**src/rtl/and16_arbiter_if.sv**
```systemverilog
// Requester-side bundle for and16_arbiter: level requests, packed operand pairs, pulsed acks, shared result.
interface and16_arbiter_if #(
   parameter int NREQ = 4,
   parameter int IDW  = 2
);
   logic [NREQ-1:0]      req;
   logic [16*NREQ-1:0]   a_bus;
   logic [16*NREQ-1:0]   b_bus;
   logic [NREQ-1:0]      ack;
   logic [15:0]          out;
   logic [IDW-1:0]       out_id;
   logic                 busy;

   modport master (
      output req, a_bus, b_bus,
      input  ack, out, out_id, busy
   );

   modport slave (
      input  req, a_bus, b_bus,
      output ack, out, out_id, busy
   );
endinterface

```
**src/rtl/and16_arbiter.sv**
```systemverilog
// Round-robin sharing of one and16 unit between NREQ requesters; ack pulses two edges after grant sampling.
module and16 (
   input  logic [15:0] a,
   input  logic [15:0] b,
   output logic [15:0] y
);
   assign y = a & b;
endmodule

module and16_arbiter #(
   parameter int NREQ = 4,
   parameter int IDW  = 2
) (
   input  logic          clk,
   input  logic          reset,
   and16_arbiter_if.slave bus
);
   localparam logic [1:0] S_IDLE = 2'd0;
   localparam logic [1:0] S_EXEC = 2'd1;
   localparam logic [1:0] S_RESP = 2'd2;

   logic [1:0]      state;
   logic [IDW-1:0]  ptr;
   logic [IDW-1:0]  gnt;
   logic [15:0]     op_a;
   logic [15:0]     op_b;
   logic [NREQ-1:0] ack_q;
   logic [15:0]     out_q;
   logic [IDW-1:0]  out_id_q;

   logic [NREQ-1:0] rot;
   logic            found;
   logic [IDW-1:0]  pick;
   logic [15:0]     sel_a;
   logic [15:0]     sel_b;
   logic [IDW-1:0]  ptr_nxt;
   logic [15:0]     and_y;

   // Rotate requests so bit 0 is the requester at ptr; first set bit wins.
   always_comb begin
      rot   = NREQ'({bus.req, bus.req} >> ptr);
      found = 1'b0;
      pick  = '0;
      sel_a = '0;
      sel_b = '0;
      for (int k = 0; k < NREQ; k++) begin
         if (!found && rot[k]) begin
            found = 1'b1;
            pick  = IDW'((int'(ptr) + k) % NREQ);
         end
      end
      for (int k = 0; k < NREQ; k++) begin
         if (pick == IDW'(k)) begin
            sel_a = bus.a_bus[16*k +: 16];
            sel_b = bus.b_bus[16*k +: 16];
         end
      end
   end

   assign ptr_nxt = IDW'((int'(gnt) + 1) % NREQ);

   and16 u_and16 (
      .a (op_a),
      .b (op_b),
      .y (and_y)
   );

   always_ff @(posedge clk) begin
      if (reset) begin
         state    <= S_IDLE;
         ptr      <= '0;
         gnt      <= '0;
         op_a     <= '0;
         op_b     <= '0;
         ack_q    <= '0;
         out_q    <= '0;
         out_id_q <= '0;
      end else begin
         case (state)
            S_IDLE: begin
               if (found) begin
                  op_a  <= sel_a;
                  op_b  <= sel_b;
                  gnt   <= pick;
                  state <= S_EXEC;
               end
            end
            S_EXEC: begin
               out_q    <= and_y;
               out_id_q <= gnt;
               ack_q    <= NREQ'(1) << gnt;
               ptr      <= ptr_nxt;
               state    <= S_RESP;
            end
            S_RESP: begin
               // Requests are ignored here so the acked requester can drop req cleanly.
               ack_q <= '0;
               state <= S_IDLE;
            end
            default: begin
               ack_q <= '0;
               state <= S_IDLE;
            end
         endcase
      end
   end

   assign bus.ack    = ack_q;
   assign bus.out    = out_q;
   assign bus.out_id = out_id_q;
   assign bus.busy   = (state != S_IDLE);
endmodule

```
**src/flat_wrapper.sv**
```systemverilog
// flat-port wrapper written by rule: the top's interface ports become plain ports
module and16_arbiter_flat 
#(
   parameter int NREQ = 4,
   parameter int IDW  = 2
)
  (clk, reset, bus_req, bus_a_bus, bus_b_bus, bus_ack, bus_out, bus_out_id, bus_busy);
  and16_arbiter_if #(.NREQ(NREQ), .IDW(IDW)) bus_i ();
  input  logic clk;
  input  logic reset;
  input wire logic [$bits(bus_i.req)-1:0] bus_req;
  input wire logic [$bits(bus_i.a_bus)-1:0] bus_a_bus;
  input wire logic [$bits(bus_i.b_bus)-1:0] bus_b_bus;
  output wire logic [$bits(bus_i.ack)-1:0] bus_ack;
  output wire logic [$bits(bus_i.out)-1:0] bus_out;
  output wire logic [$bits(bus_i.out_id)-1:0] bus_out_id;
  output wire logic [$bits(bus_i.busy)-1:0] bus_busy;
  assign bus_i.req = bus_req;
  assign bus_i.a_bus = bus_a_bus;
  assign bus_i.b_bus = bus_b_bus;
  assign bus_ack = bus_i.ack;
  assign bus_out = bus_i.out;
  assign bus_out_id = bus_i.out_id;
  assign bus_busy = bus_i.busy;
  and16_arbiter #(.NREQ(NREQ), .IDW(IDW)) u_core (.clk(clk), .reset(reset), .bus(bus_i));
endmodule
```
**config.mk**
```make
export PLATFORM = sky130hd
export DESIGN_NAME = and16_arbiter_flat
export DESIGN_NICKNAME = d
export VERILOG_FILES = /design/src/rtl/and16_arbiter_if.sv /design/src/rtl/and16_arbiter.sv /design/src/flat_wrapper.sv
export SDC_FILE = /design/constraint.sdc
export NUM_CORES = 1
export LEC_CHECK = 0
export CAP_MARGIN = 10
export CORE_AREA = 8 8 99 101
export CTS_CLUSTER_DIAMETER = 30
export DETAILED_ROUTE_END_ITERATION = 7
export DIE_AREA = 0 0 107 109
export MAX_ROUTING_LAYER = met4
export PLACE_DENSITY_LB_ADDON = 0.05
export SYNTH_ARGS = -nofsm -noshare
export SYNTH_HDL_FRONTEND = slang
export SYNTH_HIERARCHICAL = 1
export SYNTH_SLANG_ARGS = --single-unit
```
**constraint.sdc**
```tcl
create_clock -name clk -period 2.2 [get_ports clk]
set_input_delay 0.22 -clock clk [delete_from_list [all_inputs] [get_ports clk]]
set_output_delay 0.22 -clock clk [all_outputs]
set_load 0.01 [all_outputs]
```
Word-level counts from Yosys, hierarchy flattened:

Cells that the tools add are included.

* bits in registers: 60
* output and inout bits: 23
* logic and storage cells: 49

* $add $sub $neg: 4
* equal/unequal tests: 5
* shift operators: 2
* muxes and demuxes: 19
* bitwise gates (word level): 1
* reductions and logical operators: 10

Operators by type and width (number)
* 16-bit two-way mux: 8
* 16-bit bitwise AND: 1
* 2-bit two-way mux: 5
* 4-bit case mux with 2 select lines: 1
* 8-bit by 2-bit right shift with 4-bit output: 1
* 2-bit by 1-bit adder with 2-bit output, second input constant: 2
* 2-bit adder, second input constant: 2
* 2-bit by 1-bit == test with 1-bit output, second input constant: 2
* 2-bit == test, second input constant: 2
* 2-bit zero test: 2
* 1-bit two-way mux: 4
* 2-bit case mux with 2 select lines: 1
* 1-bit by 2-bit left shift with 4-bit output, first input constant: 1
* 1-bit logical AND: 3
* 1-bit zero test: 3
* 2-bit by 1-bit inequality test with 1-bit output, second input constant: 1
* 2-bit AND reduction: 1
* 2-bit nonzero test: 1

Depth between registers and ports, before layout:

* depth in word-level cells: 16
* mapped depth: 8
* mapped depth without buffers: 5

By module:

The synthesis kept the hierarchy.

Modules (own cells, without submodules)
* and16_arbiter: instances 1, cells each 355, area each 3183.1 um^2, sequential area each 1201.2 um^2
* and16: instances 1, cells each 16, area each 100.1 um^2, sequential area each 0.0 um^2

Least setup slack after synthesis:

OpenSTA, ideal clock, no wires.

* kind: flip-flop to flip-flop
* start point: reg u_core.ptr[1]
* end point: reg u_core.op_a[0]
* setup time: 0.133 ns
* data arrival time: 1.464 ns
* required time: 2.067 ns
* slack: 0.603 ns
* stages on the path, launching flop included: 9
* period minus slack after synthesis: 1.597 ns
* cells stage by stage: dfxtp_1 buf_6 nand2b_4 a21oi_2 a311oi_2 buf_6 buf_12 mux2i_1 o221ai_1

* longest elaborated chain between the ends: 16

RTL lines
* start, declared: RTL line and16_arbiter.sv:23 `logic [IDW-1:0] ptr;`
* start signal, assigned: RTL line and16_arbiter.sv:92 `ptr <= ptr_nxt;`
* 8-bit by 2-bit right shift with 4-bit output: RTL line and16_arbiter.sv:41 `rot = NREQ'({bus.req, bus.req} >> ptr);`
* 1-bit two-way mux: RTL line and16_arbiter.sv:47 `if (!found && rot[k]) begin`
* 1-bit zero test: RTL line and16_arbiter.sv:47
* 1-bit logical AND: RTL line and16_arbiter.sv:47
* 1-bit two-way mux: RTL line and16_arbiter.sv:47
* 1-bit zero test: RTL line and16_arbiter.sv:47
* 1-bit logical AND: RTL line and16_arbiter.sv:47
* 1-bit two-way mux: RTL line and16_arbiter.sv:47
* 1-bit zero test: RTL line and16_arbiter.sv:47
* 1-bit logical AND: RTL line and16_arbiter.sv:47
* 2-bit two-way mux: RTL line and16_arbiter.sv:47
* 2-bit zero test: RTL line and16_arbiter.sv:53 `if (pick == IDW'(k)) begin`
* 16-bit two-way mux (4 in a row): RTL line and16_arbiter.sv:53
* end signal, assigned: RTL line and16_arbiter.sv:82 `op_a <= sel_a;`
* end, declared: RTL line and16_arbiter.sv:25 `logic [15:0] op_a;`

Parallel ways exist; a longest one is shown, timed or not.
A chain may end at the register's enable or synchronous reset.

Worst setup path after layout:

Ends and elaborated chain as after synthesis.

==> results.md <==
* CTS Hold Bufs at 0
* Critical path class: register to register
* Antenna Cells at 0
* Worst vdd ir at 333.0 µV
* Max Freq at 503.0 MHz
* Nets at 657
* Site Rows at 34
* Post-Place Cells at 616
* GRT Total Usage at 0.1863
* RSZ-0062 raised after global routing: false
* # resized after CTS at 0
* Final Slew Violations at 0
* Post-route cell area at 0.005166 mm²
* Met3 Use GR at 0.04137
* I/O Buffers at 156
* Grt met1 use at 0.2354
* Hold_ws at 0.09285 ns
* Die Y at 109 µm
* Distinct cells, synth at 30
* Worst Skew at 0.008643 ns
* # clock sinks at 60
* Slowest CP cell: dfxtp_2
* Synth Register Bits at 60
* Die area at 0.01166 mm²
* Worst path cell trace: nand2b_4 -> a21oi_2 -> a311oi_4 -> buf_4 -> mux2i_1 -> o221ai_1
* Core area at 0.008381 mm²
* Routed vias at 3306
* Postcts setup bufs at 0
* Post-Syn Instances at 371
* Clk_lat worst skew at 0.33 ns
* Vias/cell at 5.231
* CTS Buffer Depth at 2
* Vias in the first global route at 3461
* First-pass GRT wire length at 16930 µm
* Total number of yosys warnings at 6
* Finished Layout Cells at 632
* CP startpoint kind: register
* Clock-pin slew on the worst setup and hold paths at 0.07 ns
* Status: complete, no violations
* Worst slew pin tran at 0.6229 ns
* Tcrit/Tclk final at 0.9037
* Final setup fails at 0
* Worst Setup End Kind: register
* Mean post-synth cell area at 8.849 µm²
* Total CTS buffers at 9
* Routability cong. at 0.7677
* Type of the worst min-delay path: primary input to register
* Fraction of layout cells with a size suffix above 1 at 0.08015
* Die W at 107 µm
* Pwr Density at 625.9 mW/mm²
* Initial core utilization at 0.3918
* Syn Nets at 509
* CTS tree: yes
* Busiest grt layer: met2
* H-tree depth at 3
* Dpl hpwl at 8134 µm
* First-pass DRT Iterations at 6
* P&R area growth vs syn at 57.36%
* Final ANT Viol Nets at 0
* Largest net degree at the start of global routing at 60
* Cell Area, Synth at 0.003283 mm²
* Drt total wl at 10610 µm
* Worst path arrival time at 2.17 ns
* CP Data Required Time at 2.38 ns
* I/O pins at 157
* Crit Path Max Fanout at 17
* Leakage at 1.961 nW
* GRT overflow at 0
* CTS root buf: clkbuf_8
* Wirelength per Cell at 16.78 µm
* Max Cap Viol at 0
* Seq/Total Area, Yosys at 0.3659
* Drt drc at 0
* Tmin final at 1.988 ns
* Tot Pwr at 3.233 mW
* Fin. Hold Viols at 0
* Initial DRC Count at 124
* GR met2 Demand/Resource at 0.2860
* Crit-path max cell delay at 0.47 ns
* Initial antenna violation count at 0
* Placed inst area at 0.004943 mm²
* Slew HR at 0.5837
## layout make-up
type / count / area (µm²)
fillers: 718 / 3214
multi-input cells: 273 / 1869
repair buffers: 170 / 1724
flip-flops and latches: 60 / 1202
clock buffers: 11 / 141.4
well taps: 108 / 135.1
clock inverters: 5 / 75.07
inverters: 5 / 18.77
## cell usage in the layout, fill, tap and decap left out, drive strengths merged
| master | n |
|---|---|
| a211o | 24 |
| a311oi | 1 |
| clkinv | 3 |
| dfxtp | 60 |
| mux2i | 44 |
| nor3 | 4 |
| o2bb2a | 1 |
| inv | 5 |
| nor2b | 1 |
| o211ai | 1 |
| nand3b | 8 |
| bufinv | 2 |
| nand2 | 44 |
| o221ai | 8 |
| nor2 | 31 |
| o32ai | 24 |
| a21o | 1 |
| clkbuf | 11 |
| and2 | 16 |
| ha | 4 |
| nand2b | 4 |
| buf | 15 |
| o21ai | 3 |
| a21oi | 53 |
| clkdlybuf4s50 | 155 |
| or2 | 1 |
## per-stage QoR
stage / worst slack [ns] / utilization / setup TNS [ns]
after floorplan: 0.6026 / - / 0
after global placement: -0.04667 / 0.5899 / -1.059
after detailed placement: -0.1591 / 0.5899 / -3.317
after CTS: 0.03314 / 0.6157 / 0
after global routing: 0.09765 / 0.6165 / 0
final: 0.2118 / 0.6165 / 0
## critical path, delay by kind of cell (launching register included)
kind | cells | cell delay [ns]
compound gates | 3 | 0.57
buf+inv | 1 | 0.35
flops | 1 | 0.47
mux | 1 | 0.25
simple gates | 1 | 0.19
## state kept, by name (all words and copies together) (netlist names)
| register | flops |
|---|---|
| u_core/op_b | 16 |
| u_core/bus.ack | 4 |
| u_core/bus.out_id | 2 |
| u_core/gnt | 2 |
| u_core/ptr | 2 |
| u_core/op_a | 16 |
| u_core/state | 2 |
| u_core/bus.out | 16 |
## where the power goes
group / total [mW] / switching [mW] / internal, mW
clock network: 1.07 / 0.407 / 0.663
logic: 0.897 / 0.400 / 0.496
registers: 1.27 / 0.0720 / 1.19
total: 3.23 / 0.880 / 2.35
## routing by layer
layer  up-vias  wire length (µm)
li1       1651                 -
met1      1513              4998
met2       136              4882
met3         6               654
met4         0                73
met5         -                 0
## path summary, 6_finish.rpt
| kind | start | endpoint | slack [ns] | cells after the start |
|---|---|---|---|---|
| worst max-delay path | u_core/ptr[1] | u_core/op_a[0] | 0.21 | 6 |
| worst min register to register | u_core/bus.out[10] | u_core/bus.out[10] | 0.45 | 2 |
| worst min-delay path | reset | u_core/state[0] | 0.09 | 2 |
| worst max register to register | u_core/ptr[1] | u_core/op_a[0] | 0.21 | 6 |
## cells by family after synthesis
| logic type | share of synthesized area |
|---|---|
| multiplexers | 0.1341 |
| adder cells (fa/ha/maj) | 0.01524 |
| buffers and inverters | 0.07279 |
| AO/OA/AOI/OAI | 0.2561 |
| flip-flops | 0.3659 |
| AND/OR/NAND/NOR | 0.1559 |
## cells in the mapped netlist
cell / instances / area share
nor2_2: 1 / 0.0019
a21oi_1: 50 / 0.076
inv_1: 5 / 0.0057
o211ai_2: 1 / 0.0038
a21oi_2: 3 / 0.0080
nand2b_4: 1 / 0.0042
mux2i_1: 44 / 0.13
o21ai_2: 1 / 0.0027
dfxtp_1: 60 / 0.37
buf_2: 7 / 0.011
nor3_1: 4 / 0.0061
buf_4: 3 / 0.0069
ha_1: 4 / 0.015
clkbuf_1: 14 / 0.016
nand2b_1: 3 / 0.0057
o21ai_1: 2 / 0.0030
a211o_1: 24 / 0.064
o32ai_1: 24 / 0.064
buf_6: 8 / 0.027
nand3b_1: 8 / 0.018
a21o_1: 1 / 0.0023
nor2_1: 30 / 0.034
o2bb2a_4: 1 / 0.0061
a311oi_2: 1 / 0.0046
o221ai_1: 8 / 0.021
nand2_1: 44 / 0.050
nor2b_1: 1 / 0.0019
and2_1: 16 / 0.030
or2_4: 1 / 0.0027
buf_12: 1 / 0.0061
Note: power is estimated with default switching activity, not from simulation.
